===== config.mk =====
export PLATFORM = sky130hd
export DESIGN_NAME = mac_dist_ctrl
export DESIGN_NICKNAME = d
export VERILOG_FILES = /design/src/rtl/mac_dist_pkg.sv /design/src/rtl/mac_dist_ctrl.sv
export SDC_FILE = /design/constraint.sdc
export NUM_CORES = 1
export LEC_CHECK = 0
export BUFFER_PORTS_ARGS = -buffer_cell sky130_fd_sc_hd__buf_2
export CORE_ASPECT_RATIO = 0.5
export CORE_MARGIN = 2
export CORE_UTILIZATION = 30
export CTS_CLUSTER_SIZE = 24
export DETAILED_ROUTE_END_ITERATION = 6
export GPL_TIMING_DRIVEN = 0
export PLACE_DENSITY_LB_ADDON = 0.08
export SLEW_MARGIN = 20
export SYNTH_ARGS = -nofsm -noshare
export SYNTH_HDL_FRONTEND = slang
export SYNTH_SLANG_ARGS = --single-unit
export TNS_END_PERCENT = 10

===== constraint.sdc =====
create_clock -name clk -period 2.8 [get_ports clk]
set_input_delay 0.56 -clock clk [delete_from_list [all_inputs] [get_ports clk]]
set_output_delay 0.56 -clock clk [all_outputs]
set_load 0.01 [all_outputs]

===== src/rtl/mac_dist_pkg.sv =====
// Shared definitions for the distance MAC datapath: sequencer states and
// the element/chunk geometry used by mac_dist and its controller.
package mac_dist_pkg;

    localparam int MAC_IN_WIDTH = 16;
    localparam int MAC_CONCAT   = 4;
    localparam int MAC_CHUNK_W  = MAC_CONCAT * MAC_IN_WIDTH;

    typedef enum logic [1:0] {
        ST_IDLE  = 2'd0,
        ST_FETCH = 2'd1,
        ST_DRAIN = 2'd2
    } mac_state_e;

endpackage


===== src/rtl/mac_dist_ctrl.sv =====
// Sequencer feeding mac_dist: streams len chunks of two operands from
// synchronous-read memories and captures the final dot product.
module mac_dist_ctrl
    import mac_dist_pkg::*;
#(
    parameter int IN_WIDTH = MAC_IN_WIDTH,
    parameter int CONCAT   = MAC_CONCAT,
    parameter int ADDR_W   = 10,
    parameter int LEN_W    = 10
) (
    input  logic                       clk,
    input  logic                       rst,
    input  logic                       start,
    input  logic [LEN_W-1:0]           len,
    input  logic [ADDR_W-1:0]          base_a,
    input  logic [ADDR_W-1:0]          base_b,
    output logic                       mem_a_en,
    output logic                       mem_b_en,
    output logic [ADDR_W-1:0]          mem_a_addr,
    output logic [ADDR_W-1:0]          mem_b_addr,
    input  logic [CONCAT*IN_WIDTH-1:0] mem_a_data,
    input  logic [CONCAT*IN_WIDTH-1:0] mem_b_data,
    output logic [CONCAT*IN_WIDTH-1:0] mac_in_1,
    output logic [CONCAT*IN_WIDTH-1:0] mac_in_2,
    output logic                       mac_valid,
    output logic                       mac_reset,
    input  logic [2*IN_WIDTH-1:0]      mac_out,
    output logic                       busy,
    output logic                       done,
    output logic [2*IN_WIDTH-1:0]      result
);

    mac_state_e          state_r, state_next;
    logic [LEN_W-1:0]    k_r, k_next;
    logic [LEN_W-1:0]    len_r, len_next;
    logic                en_r, en_next;
    logic [ADDR_W-1:0]   addr_a_r, addr_a_next;
    logic [ADDR_W-1:0]   addr_b_r, addr_b_next;
    logic                first_r, first_next;
    logic                last_r, last_next;
    logic                done_r, done_next;
    logic [2*IN_WIDTH-1:0] result_r, result_next;
    logic                busy_r;
    logic                valid1_r, reset1_r, last1_r, last2_r;

    // Next-state and issue logic; first_r/last_r tag the chunk issued while en_r is high.
    always_comb begin
        state_next  = state_r;
        k_next      = k_r;
        len_next    = len_r;
        en_next     = 1'b0;
        addr_a_next = addr_a_r;
        addr_b_next = addr_b_r;
        first_next  = first_r;
        last_next   = last_r;
        done_next   = 1'b0;
        result_next = result_r;
        case (state_r)
            ST_IDLE: begin
                if (start) begin
                    if (len != {LEN_W{1'b0}}) begin
                        state_next  = ST_FETCH;
                        len_next    = len;
                        k_next      = {LEN_W{1'b0}};
                        en_next     = 1'b1;
                        addr_a_next = base_a;
                        addr_b_next = base_b;
                        first_next  = 1'b1;
                        last_next   = (len == LEN_W'(1));
                    end else begin
                        done_next   = 1'b1;
                        result_next = {(2*IN_WIDTH){1'b0}};
                    end
                end else begin
                    state_next = ST_IDLE;
                end
            end
            ST_FETCH: begin
                if (last_r) begin
                    state_next = ST_DRAIN;
                    en_next    = 1'b0;
                end else begin
                    en_next     = 1'b1;
                    k_next      = k_r + LEN_W'(1);
                    addr_a_next = addr_a_r + ADDR_W'(1);
                    addr_b_next = addr_b_r + ADDR_W'(1);
                    first_next  = 1'b0;
                    last_next   = (k_next == len_r - LEN_W'(1));
                end
            end
            ST_DRAIN: begin
                // mac_out holds the complete sum exactly when the last tag reaches stage 2.
                if (last2_r) begin
                    state_next  = ST_IDLE;
                    done_next   = 1'b1;
                    result_next = mac_out;
                end else begin
                    state_next = ST_DRAIN;
                end
            end
            default: begin
                state_next = ST_IDLE;
            end
        endcase
    end

    // Control state register.
    always_ff @(posedge clk) begin
        if (rst) begin
            state_r  <= ST_IDLE;
            k_r      <= {LEN_W{1'b0}};
            len_r    <= {LEN_W{1'b0}};
            en_r     <= 1'b0;
            addr_a_r <= {ADDR_W{1'b0}};
            addr_b_r <= {ADDR_W{1'b0}};
            first_r  <= 1'b0;
            last_r   <= 1'b0;
            done_r   <= 1'b0;
            result_r <= {(2*IN_WIDTH){1'b0}};
            busy_r   <= 1'b0;
        end else begin
            state_r  <= state_next;
            k_r      <= k_next;
            len_r    <= len_next;
            en_r     <= en_next;
            addr_a_r <= addr_a_next;
            addr_b_r <= addr_b_next;
            first_r  <= first_next;
            last_r   <= last_next;
            done_r   <= done_next;
            result_r <= result_next;
            busy_r   <= (state_next != ST_IDLE);
        end
    end

    // Tag delay line aligned with the one-cycle memory read latency.
    always_ff @(posedge clk) begin
        if (rst) begin
            valid1_r <= 1'b0;
            reset1_r <= 1'b0;
            last1_r  <= 1'b0;
            last2_r  <= 1'b0;
        end else begin
            valid1_r <= en_r;
            reset1_r <= en_r & first_r;
            last1_r  <= en_r & last_r;
            last2_r  <= last1_r;
        end
    end

    assign mem_a_en   = en_r;
    assign mem_b_en   = en_r;
    assign mem_a_addr = addr_a_r;
    assign mem_b_addr = addr_b_r;
    assign mac_in_1   = mem_a_data;
    assign mac_in_2   = mem_b_data;
    assign mac_valid  = valid1_r;
    assign mac_reset  = reset1_r;
    assign busy       = busy_r;
    assign done       = done_r;
    assign result     = result_r;

endmodule


Yosys cells after proc, flatten, opt, wreduce, memory -nomap -nowiden --
Cells that the tools add are included.
Word-level totals: input bits 193, bits in registers 83, output and inout bits 186
Operators by class: add/sub/neg operators 4, bitwise operators 2, muxes and demuxes 37, reductions and logical operators 9, eq/ne operators 9
Operator list (number):
- 32-bit 2-to-1 mux | 3
- 10-bit 2-to-1 mux | 9
- 32-bit one-hot mux with 2 select lines | 1
- 10-bit one-hot mux with 2 select lines | 3
- 10-bit by 1-bit adder with 10-bit output, second input constant | 3
- 1-bit 2-to-1 mux | 12
- 10-bit by 1-bit equality test with 1-bit output, second input constant | 1
- 10-bit equality test | 1
- 2-bit != test, second input constant | 5
- 10-bit nonzero test | 1
- 10-bit by 1-bit subtractor with 10-bit output, second input constant | 1
- 2-bit 2-to-1 mux | 4
- 1-bit one-hot mux with 2 select lines | 4
- 4-bit AND reduction | 2
- 2-bit one-hot mux with 3 select lines | 1
- 3-bit AND reduction | 2
- 2-bit nonzero test | 3
- 1-bit bitwise AND | 2
- 2-bit by 1-bit equality test with 1-bit output, second input constant | 1
- 2-bit equality test, second input constant | 1
- 2-bit zero test | 1

Depth between registers and ports, before layout --
Gate-level depths: netlist of the first run.
word-level depth 5, mapped depth 10

Least setup slack after synthesis of the first run --
OpenSTA, ideal clock, no wires.
path kind reg-to-reg, start point register len_r[0], end point register last_r, required time 2712 ps, path slack 403 ps, cell stages (with the launch flop) 8, period minus slack after synthesis 2397 ps, arrival 2309 ps, buffers on the path 1, path through dfxtp_1 buf_6 or4_4 o21a_1 or4_4 a2111oi_4 a41oi_1 nor4_2
On the way: longest elaborated chain between the ends 4
RTL lines:
- start, declared | line mac_dist_ctrl.sv:35 | logic [LEN_W-1:0] len_r, len_next;
- start signal, assigned | line mac_dist_ctrl.sv:112 | len_r <= {LEN_W{1'b0}};
- start signal, assigned | line mac_dist_ctrl.sv:124 | len_r <= len_next;
- 10-bit by 1-bit subtractor with 10-bit output | line mac_dist_ctrl.sv:88 | last_next = (k_next == len_r - LEN_W'(1));
- 10-bit equality test | line mac_dist_ctrl.sv:88
- 1-bit 2-to-1 mux | line mac_dist_ctrl.sv:79 | if (last_r) begin
- 1-bit one-hot mux with 2 select lines | line mac_dist_ctrl.sv:58 | case (state_r)
- end signal, assigned | line mac_dist_ctrl.sv:129 | last_r <= last_next;
- end, declared | line mac_dist_ctrl.sv:40 | logic last_r, last_next;
No other way between the ends. A chain may end at the register's enable or synchronous reset.

Worst setup path in the final report of the first run --
start point register state_r[0], end point register addr_b_r[7] (netlist: mem_b_addr[7])
On the way: longest elaborated chain between the ends 3, elaborated cells between the ends (all ways) 8, classes of those cells eq/ne (4); mux (1); reduce/logical (3)
RTL lines:
- start, declared | line mac_dist_ctrl.sv:33 | mac_state_e state_r, state_next;
- start signal, assigned | line mac_dist_ctrl.sv:122 | state_r <= state_next;
- 2-bit by 1-bit equality test with 1-bit output / 2-bit zero test (equally long branches) | line mac_dist_ctrl.sv:58
- 2-bit != test (no line) / 2-bit nonzero test (equally long branches)
- 4-bit AND reduction (no line)
- end signal, assigned | line mac_dist_ctrl.sv:115 | addr_b_r <= {ADDR_W{1'b0}};
- end signal, assigned | line mac_dist_ctrl.sv:127 | addr_b_r <= addr_b_next;
- end, declared | line mac_dist_ctrl.sv:38 | logic [ADDR_W-1:0] addr_b_r, addr_b_next;
Several ways; a longest one is shown, not always the timed one.

==> out/qor.txt, run 1 <==
Layout Cells excl Fill: 1120
XOR/XNOR Fraction of Synth Area: 0.0239
cell breakdown of the critical path: clkbuf_1, or3b_2, a41o_1, clkbuf_1, nand2_2, clkbuf_2, o21ai_0, a222oi_1, nor2_1
cell row count: 33
clock insertion delay at the later pin of the skew report: 0.33 ns
TNS Setup: 0 ns
most frequent CP cell: sky130_fd_sc_hd__clkbuf_1
required time at the endpoint of the critical path: 2.99 ns
total CTS buffers: 9
wire per inst: 16.5 um
endpoint class of the critical path: flop
area grow syn2layout: 36.9%
run status: finished clean
Yosys warnings: 0
number of top-level pins: 379
Worst path max stage delay: 0.52 ns
depth of the worst hold-timing path: 2
biggest fanout along the worst timing path: 10
Post-Route Hold Slack: 0.448 ns
area share of the leading cell type in the synthesized netlist: 0.334
arrival time of the worst setup path: 2.79 ns
final HPWL from detailed placement: 14800 um
Finish-stage setup viols: 0
die outline area: 17700 um2
cell count after placement: 1106
first-pass iteration count of the detailed router: 5
actual transition at the worst max-transition pin: 0.673 ns
EDFF count, synth: 0
via density per instance: 4.72
kind of critical path: reg2reg
# Post-CTS Setup Buffers: 0
worst setup skew after layout: 0.00509 ns
Slowest cell on crit path: sky130_fd_sc_hd__or3b_2
I/O Buffers: 249
Final period util: 0.928
final slew viol count: 0
final critical path time including I/O delays and setup: 2.60 ns
ANT cells: 0
dominant register cell in the synthesized netlist: sky130_fd_sc_hd__dfxtp_1
Longest Clk Path Bufs: 2
worst slew margin relative to its limit: 0.552
mean instance size in the synthesized netlist: 7.90 um2
ys async rst share: 0
RR Endpoint: mem_b_addr[7]
dominant combinational cell family by area after synthesis: buffers and inverters
count of maximum capacitance violations: 0
detailed router's first-iteration violation count: 230
worst setup slack for register-to-register paths: 0.20 ns
area share of and/or/nand/nor cells after synthesis: 0.233
largest area contributor in the netlist: sky130_fd_sc_hd__dfxtp_1
Gate Count Post-Synth: 630
Placed Area: 6510 um2
Starting Density: 0.305
placeable core area: 16300 um2
CTS Sinks: 83
number of vias in the routed layout: 5289
share of cells above drive strength 1: 0.454
vertical die dimension: 95.1 um
vias in the first global route: 5028
TritonCTS clock tree: yes
hold path endpoint: result[26]
Routed Wire Length: 18500 um
count of unique library cells instantiated by Yosys: 51
setup repair after global routing missed its margin: no
global route overflow: 0
area share of fa/ha/maj cells after synthesis: 0.0101
core utilization of the finished layout: 0.418
cell with the most instances after synthesis: sky130_fd_sc_hd__buf_4
depth of the worst register-to-register path: 9
layout net count: 1087
H-tree Lvls: 3
library cell used as clock root buffer: sky130_fd_sc_hd__clkbuf_16
routability congestion estimate from global placement: 0.825
synth top area cells: sky130_fd_sc_hd__dfxtp_1 (33%), sky130_fd_sc_hd__buf_4 (19%), sky130_fd_sc_hd__a21oi_1 (7.3%)
maximum operating frequency: 385 MHz
ratio of total power to cell area: 485 nW/um2
share of synthesized area occupied by flip-flops and latches: 0.334
syn nets: 827
element type at the critical path start: flop
static leakage: 3.16 nW
kind of path behind the tightest hold check: reg2reg
first-pass GRT wire length: 26900 um
start point of the worst min-delay path: result[26]
share of the synthesized area in compound gates (AO/OA/AOI/OAI): 0.163
post-synthesis cell area: 4980 um2
post-synthesis mux area share: 0.00226
antenna violations before repair: 1
remaining number of nets flagged by the antenna check after routing: 0
count of hold-fix buffers inserted at cts: 0
global routing usage summed across all routing layers: 0.198
DRC violation count after routing: 0
final hold vios: 0
Die X-Extent: 186 um
maximum number of pins on one net before global-route repair: 13
Clk pin slew, worst setup/hold paths: 0.06 ns
start of the worst register-to-register path: state_r[0]
top cells by instance count after synthesis: sky130_fd_sc_hd__buf_4 (129), sky130_fd_sc_hd__dfxtp_1 (83), sky130_fd_sc_hd__nand2_1 (77)
Seq cells post-synth: 83
area of all placed cells without fillers: 6810 um2
Max IR drop VDD: 288 uV
worst max-delay path, delay by kind of cell (launching register included):
kind            cells  cell delay [ns]
flops               1             0.29
simple gates        3             0.82
buf+inv             3             0.78
compound gates      3             0.56
metrics by stage:
stage | power [mW] | setup slack (ns)
floorplan | 1.81 | 0.403
CTS | 3.34 | 0.0176
global placement | 2.10 | -0.246
global route | 3.47 | 0.00668
detailed placement | 2.10 | -0.231
finish | 3.31 | 0.201
power breakdown:
part	total, mW	internal (mW)	switching [mW]
Combinational	0.797	0.389	0.408
Sequential	1.28	1.23	0.0524
Clock	1.23	0.771	0.456
routing by layer:
metal / up-vias / share of wire / global-route usage
met5: - / 0.00038 / 0
met4: 2 / 0.010 / 0.0407
met3: 19 / 0.072 / 0.0565
met2: 178 / 0.52 / 0.379
met1: 2502 / 0.39 / 0.221
li1: 2588 / - / -
worst max-delay path by stage:
stage                          start            end  slack, ns  depth (start not counted)
after global placement        len[3]  mem_b_addr[8]      -0.25                          8
final                     state_r[0]  mem_b_addr[7]       0.20                          9
after global routing      state_r[1]  mem_b_addr[6]      0.007                          9
after detailed placement      len[3]  mem_b_addr[8]      -0.23                          8
after CTS                 state_r[1]         k_r[6]       0.02                         10
after floorplan             len_r[0]         last_r       0.40                          7
registers in the layout (all words and copies together) (netlist names), 2 cells and up:
register and flops:
k_r 10, len_r 10, mem_a_addr 10, mem_b_addr 10, result 32, state_r 2
cell type report:
cell class,instances,area (um2)
buffer,172,1140
clock buffer,11,233
clock inverter,3,65.1
fill,1744,9500
inverter,7,26.3
multi-input combinational,368,2150
sequential,83,1660
tap,227,284
timing repair buffer,249,1250
cell usage in the layout (no fill, tap or decap), drive strengths merged, types with 4 or more instances in the layout:
cell,instances
nand4,6
nor2b,4
ha,4
o31ai,4
and2,5
nor4,7
nand3,12
nor3,14
and3,4
o21a,5
a21oi,73
inv,7
dfxtp,83
buf,379
nor2,37
a221oi,8
clkbuf,53
o21ai,21
or4,5
nor3b,5
nand4b,32
xnor2,8
nand2,77
cell families (layout without fill, tap and decap cells):
family / count (synthesis) / count (layout)
simple gates: 217 / 217
buf+inv: 179 / 442
compound gates: 134 / 134
flops: 83 / 83
xor+xnor: 12 / 12
fa+ha+maj: 4 / 4
mux: 1 / 1
timing repair:
| action | 4_1_cts | 5_1_grt |
|---|---|---|
| gates resized for setup | 1 | 7 |
| gates cloned | 0 | 0 |
| setup endpoints to repair | 3 | 20 |
Power figures use the tool's default switching activity.
==> inputs of run 2 (changes only) <==
RECOVER_POWER = 50   (was unset)
==> out/qor.txt, run 2 (synthesis gave the netlist of run 1 again) <==
wire per inst: 16.5 um (about the same)
count of hold-fix buffers inserted at cts: 0 (unchanged)
final slew viol count: 0 (unchanged)
biggest fanout along the worst timing path: 8 (-2)
maximum number of pins on one net before global-route repair: 13 (unchanged)
final hold vios: 0 (unchanged)
TNS Setup: 0 ns (unchanged)
number of vias in the routed layout: 5301 (+0.23%)
cell family with the largest share of critical-path delay: simple AND/OR/NAND/NOR gates
CTS Sinks: 83 (unchanged)
Clk pin slew, worst setup/hold paths: 0.06 ns (about the same)
DRC violation count after routing: 0 (unchanged)
internal power of the cells: 2.36 mW (-1.1%)
worst slew margin relative to its limit: 0.555 (+0.00297)
Clk pwr share: 0.374 (+0.003)
vertical die dimension: 95.1 um (unchanged)
worst setup skew after layout: 0.00581 ns (+0.000717 ns)
global route overflow: 0 (unchanged)
layout net count: 1087 (unchanged)
Longest Clk Path Bufs: 2 (unchanged)
global routing usage summed across all routing layers: 0.198 (unchanged)
kind of critical path: reg2reg
detailed router's first-iteration violation count: 261 (+13%)
core utilization of the finished layout: 0.408 (-0.00997)
clock insertion delay at the later pin of the skew report: 0.33 ns (about the same)
static leakage: 2.80 nW (-12%)
critical path buffer and inverter count: 1 (-2)
Reg power frac: 0.391 (+0.003)
number of flip-flops in the largest register: 32 (unchanged)
Worst path max stage delay: 0.56 ns (+0.04 ns)
library cell used as clock root buffer: sky130_fd_sc_hd__clkbuf_16
kind of path behind the tightest hold check: reg2reg
routability congestion estimate from global placement: 0.825 (unchanged)
worst setup slack for register-to-register paths: 0.21 ns (about the same)
remaining number of nets flagged by the antenna check after routing: 0 (unchanged)
Final period util: 0.926 (-0.00231)
Finish-stage setup viols: 0 (unchanged)
total CTS buffers: 9 (unchanged)
net switching component of the power: 0.918 mW (+0.23%)
maximum operating frequency: 386 MHz (+0.25%)
relative contribution of combinational cells to total power: 0.236 (-0.005)
area of all placed cells without fillers: 6650 um2 (-2.4%)
depth of the worst register-to-register path: 7 (-2)
most used cells in the layout excluding fill and tap cells: sky130_fd_sc_hd__clkbuf_1 (170), sky130_fd_sc_hd__buf_4 (129), sky130_fd_sc_hd__buf_2 (119)
antenna violations before repair: 1 (unchanged)
ANT cells: 0 (unchanged)
TritonCTS clock tree: yes
Post-Route Hold Slack: 0.448 ns (-0.000370 ns)
Placed Area: 6510 um2 (unchanged)
Die X-Extent: 186 um (unchanged)
endpoint class of the critical path: flop
die outline area: 17700 um2 (unchanged)
Slowest cell on crit path: sky130_fd_sc_hd__or4_4
first-pass GRT wire length: 26900 um (unchanged)
start of the worst register-to-register path: len_r[0]
RR Endpoint: last_r
worst setup path end: last_r
ratio of total power to cell area: 493 nW/um2 (+1.7%)
placeable core area: 16300 um2 (unchanged)
Starting Density: 0.305 (unchanged)
worst setup path startpoint: len_r[0]
commonest non-fill, non-tap cell in the layout: sky130_fd_sc_hd__clkbuf_1
share of cells above drive strength 1: 0.308 (-0.146)
Tot Pwr: 3.28 mW (-0.74%)
cell breakdown of the critical path: buf_6, or4_4, o21a_1, or4_4, a2111oi_4, a41oi_1, nor4_2
element type at the critical path start: flop
area grow syn2layout: 33.6%
I/O Buffers: 249 (unchanged)
Max IR drop VDD: 288 uV (about the same)
final critical path time including I/O delays and setup: 2.59 ns (-0.00645 ns)
H-tree Lvls: 3 (unchanged)
vias in the first global route: 5028 (unchanged)
final HPWL from detailed placement: 14800 um (unchanged)
run status: finished clean
Routed Wire Length: 18500 um (about the same)
arrival time of the worst setup path: 2.84 ns (+0.05 ns)
most frequent CP cell: sky130_fd_sc_hd__or4_4
instance count on the critical path: 7 (-2)
setup repair after global routing missed its margin: no
actual transition at the worst max-transition pin: 0.668 ns (-0.00445 ns)
count of maximum capacitance violations: 0 (unchanged)
number of top-level pins: 379 (unchanged)
cell row count: 33 (unchanged)
# Post-CTS Setup Buffers: 0 (unchanged)
via density per instance: 4.73 (+0.23%)
required time at the endpoint of the critical path: 3.04 ns (+0.05 ns)
sw frac: 0.280 (+0.00270)
first-pass iteration count of the detailed router: 4 (-1)
## run 2: worst reg2reg max path: stages (launching register included)
cell,delay [ns]
sky130_fd_sc_hd__dfxtp_1,0.30
sky130_fd_sc_hd__buf_6,0.13
sky130_fd_sc_hd__or4_4,0.56
sky130_fd_sc_hd__o21a_1,0.20
sky130_fd_sc_hd__or4_4,0.50
sky130_fd_sc_hd__a2111oi_4,0.37
sky130_fd_sc_hd__a41oi_1,0.22
sky130_fd_sc_hd__nor4_2,0.24
## run 2: per-layer routing
| metal | wire length [um] | GRT usage | vias to the layer above |
|---|---|---|---|
| met5 | 7 | 0 | - |
| met4 | 185 | 0.0407 | 2 |
| met3 | 1420 | 0.0565 | 19 |
| met2 | 9700 | 0.379 | 184 |
| met1 | 7190 | 0.221 | 2507 |
| li1 | - | - | 2589 |
## run 2: final cells by class
type	count	area, um2
plain buffers	172	1140
clock buffers	11	233
clock inverters	3	65.1
fillers	1811	9660
inverters	7	26.3
multi-input cells	368	2150
flip-flops and latches	83	1660
well taps	227	284
repair buffers	249	1080
## run 2: stage by stage
step / instances / setup WS (ns)
finish: 1120 / 0.207
global route: 1120 / 0.00668
CTS: 1120 / 0.0176
detailed placement: 1106 / -0.231
global placement: 1106 / -0.246
floorplan: 630 / 0.403
## run 2: power groups by stage
stage,combinational [mW],sequential [mW],clock [mW]
finish,0.773,1.28,1.23
global placement,0.791,1.31,0
floorplan,0.505,1.31,0
detailed placement,0.793,1.31,0
CTS,0.800,1.28,1.26
global route,0.853,1.29,1.30
## run 2: worst min path at each step
stage,from,end,slack (ns),cells after the start
2_1_floorplan,last1_r,last2_r,0.41,1
3_5_place_dp,last1_r,last2_r,0.43,1
4_1_cts,result[19],result[19],0.45,2
3_3_place_gp,last1_r,last2_r,0.43,1
6_report,result[2],result[2],0.45,2
5_1_grt,last1_r,last2_r,0.47,1
## run 2: what timing repair did
action / CTS / global route
resized for setup: 1 / 7
endpoints found under the setup margin: 3 / 20
endpoints found under the hold margin: 0 / 0
==> inputs of run 3 (changes only) <==
PLACE_DENSITY = 0.59   (was unset)
PLACE_DENSITY_LB_ADDON = unset   (was 0.08)
==> out/qor.txt, run 3 (synthesis gave the netlist of run 1 again) <==
run status: finished clean
vias in the first global route: 4813 (-4.3%)
share of cells above drive strength 1: 0.312 (+0.00413)
H-tree Lvls: 3 (unchanged)
Die X-Extent: 186 um (unchanged)
biggest fanout along the worst timing path: 10 (+2)
Routed Wire Length: 17300 um (-6.4%)
total CTS buffers: 9 (unchanged)
maximum operating frequency: 372 MHz (-3.6%)
Clk pin slew, worst setup/hold paths: 0.06 ns (about the same)
cell count after placement: 1106 (unchanged)
actual transition at the worst max-transition pin: 0.664 ns (-0.00439 ns)
multi-input logic area: 2160 um2 (+0.17%)
TritonCTS clock tree: yes
routability congestion estimate from global placement: 0.830 (+0.63%)
global route overflow: 0 (unchanged)
number of vias in the routed layout: 5309 (+0.15%)
ANT cells: 0 (unchanged)
final HPWL from detailed placement: 13900 um (-6.0%)
DRC violation count after routing: 0 (unchanged)
detailed router's first-iteration violation count: 288 (+10%)
die outline area: 17700 um2 (unchanged)
Starting Density: 0.305 (unchanged)
kind of critical path: reg2reg
arrival time of the worst setup path: 2.89 ns (+0.05 ns)
final slew viol count: 0 (unchanged)
most used cells in the layout excluding fill and tap cells: sky130_fd_sc_hd__clkbuf_1 (167), sky130_fd_sc_hd__buf_4 (129), sky130_fd_sc_hd__buf_2 (125)
area grow syn2layout: 33.7% (about the same)
element type at the critical path start: flop
sequential cell area in the final layout: 1660 um2 (unchanged)
count of maximum capacitance violations: 0 (unchanged)
final critical path time including I/O delays and setup: 2.69 ns (+0.0970 ns)
vertical die dimension: 95.1 um (unchanged)
global routing usage summed across all routing layers: 0.182 (-0.0158)
via density per instance: 4.74 (about the same)
layout net count: 1087 (unchanged)
setup repair after global routing missed its margin: yes
fillcell total: 1797 (-0.77%)
depth of the worst register-to-register path: 10 (+3)
number of flip-flops in the largest register: 32 (unchanged)
worst setup skew after layout: 0.00696 ns (+0.00115 ns)
depth of the worst hold-timing path: 1 (-1)
required time at the endpoint of the critical path: 3.01 ns (-0.03 ns)
area of all placed cells without fillers: 6660 um2 (about the same)
endpoint class of the critical path: flop
worst slew margin relative to its limit: 0.557 (+0.00293)
ratio of total power to cell area: 486 nW/um2 (-1.4%)
kind of path behind the tightest hold check: reg2reg
Longest Clk Path Bufs: 2 (unchanged)
static leakage: 2.81 nW (+0.29%)
I/O Buffers: 249 (unchanged)
placeable core area: 16300 um2 (unchanged)
number of top-level pins: 379 (unchanged)
Final period util: 0.961 (+0.0346)
Finish-stage setup viols: 0 (unchanged)
clock insertion delay at the later pin of the skew report: 0.34 ns (about the same)
library cell used as clock root buffer: sky130_fd_sc_hd__clkbuf_16
cell row count: 33 (unchanged)
first-pass GRT wire length: 25200 um (-6.3%)
antenna violations before repair: 0 (-1)
count of hold-fix buffers inserted at cts: 0 (unchanged)
wire per inst: 15.4 um (-6.5%)
final hold vios: 0 (unchanged)
Tot Pwr: 3.24 mW (-1.3%)
maximum number of pins on one net before global-route repair: 13 (unchanged)
CTS Sinks: 83 (unchanged)
remaining number of nets flagged by the antenna check after routing: 0 (unchanged)
Max IR drop VDD: 285 uV (-0.94%)
first-pass iteration count of the detailed router: 5 (+1)
commonest non-fill, non-tap cell in the layout: sky130_fd_sc_hd__clkbuf_1
Layout Cells excl Fill: 1121 (+0.089%)
Placed Area: 6510 um2 (unchanged)
==> run 3: changes by cell type in the layout (fill, tap and decap cells not counted) <==
cell	delta
sky130_fd_sc_hd__and2_0	-1
sky130_fd_sc_hd__clkbuf_8	+2
sky130_fd_sc_hd__bufinv_16	-1
sky130_fd_sc_hd__and2_1	+1
sky130_fd_sc_hd__clkbuf_2	-3
sky130_fd_sc_hd__buf_2	+6
sky130_fd_sc_hd__nor4_2	+1
sky130_fd_sc_hd__nand2_1	+1
sky130_fd_sc_hd__nand2_2	-1
sky130_fd_sc_hd__clkbuf_1	-3
sky130_fd_sc_hd__nor4_1	-1
==> run 3: power breakdown <==
group          internal, mW  switching [mW]  leakage [nW]
Clock                 0.734           0.454         0.146
Sequential             1.23          0.0529         0.675
Combinational         0.363           0.404          1.99
Total                  2.33           0.911          2.81
==> run 3: area by class of cell <==
type	count	share of cell area
plain buffers	172	0.171
clock buffers	13	0.0391
clock inverters	2	0.00526
inverters	7	0.00395
multi-input cells	368	0.324
flip-flops and latches	83	0.250
well taps	227	0.0427
repair buffers	249	0.164
==> run 3: metal layers <==
layer | global-route usage | vias up | part of all wire
met5 | 0 | - | 0
met4 | 0.0505 | 0 | 0.015
met3 | 0.0428 | 17 | 0.070
met2 | 0.341 | 210 | 0.51
met1 | 0.210 | 2498 | 0.40
li1 | - | 2584 | -
==> run 3: worst paths after layout <==
| check | from | slack (ns) | end |
|---|---|---|---|
| setup / recovery | state_r[1] | 0.11 | k_r[6] |
| hold / removal | last1_r | 0.44 | last2_r |
| setup reg to reg | state_r[1] | 0.11 | k_r[6] |
| hold reg to reg | last1_r | 0.44 | last2_r |
==> run 3: metrics by stage <==
stage               utilization  hold slack (ns)  setup TNS, ns  setup slack [ns]
global placement          0.399            0.423          -3.42            -0.377
global route              0.408            0.461         -0.953            -0.119
finish                    0.408            0.441              0             0.111
floorplan                     -            0.414              0             0.403
CTS                       0.417            0.448              0            0.0789
detailed placement        0.399            0.435          -3.48            -0.402
==> run 3: critical path, cell delays in order (launching register included) <==
cell                       delay, ns
sky130_fd_sc_hd__dfxtp_1        0.30
sky130_fd_sc_hd__clkbuf_1       0.37
sky130_fd_sc_hd__nand2b_1       0.17
sky130_fd_sc_hd__clkbuf_1       0.28
sky130_fd_sc_hd__or2_2          0.17
sky130_fd_sc_hd__clkbuf_1       0.14
sky130_fd_sc_hd__clkbuf_1       0.39
sky130_fd_sc_hd__clkbuf_1       0.43
sky130_fd_sc_hd__nor2_1         0.10
sky130_fd_sc_hd__a31oi_1        0.16
sky130_fd_sc_hd__nor2_1         0.05
==> run 3: what timing repair did <==
item                       4_1_cts  5_1_grt
setup endpoints to repair        3       21
gates resized for setup          1        2
buffers inserted                 0        0
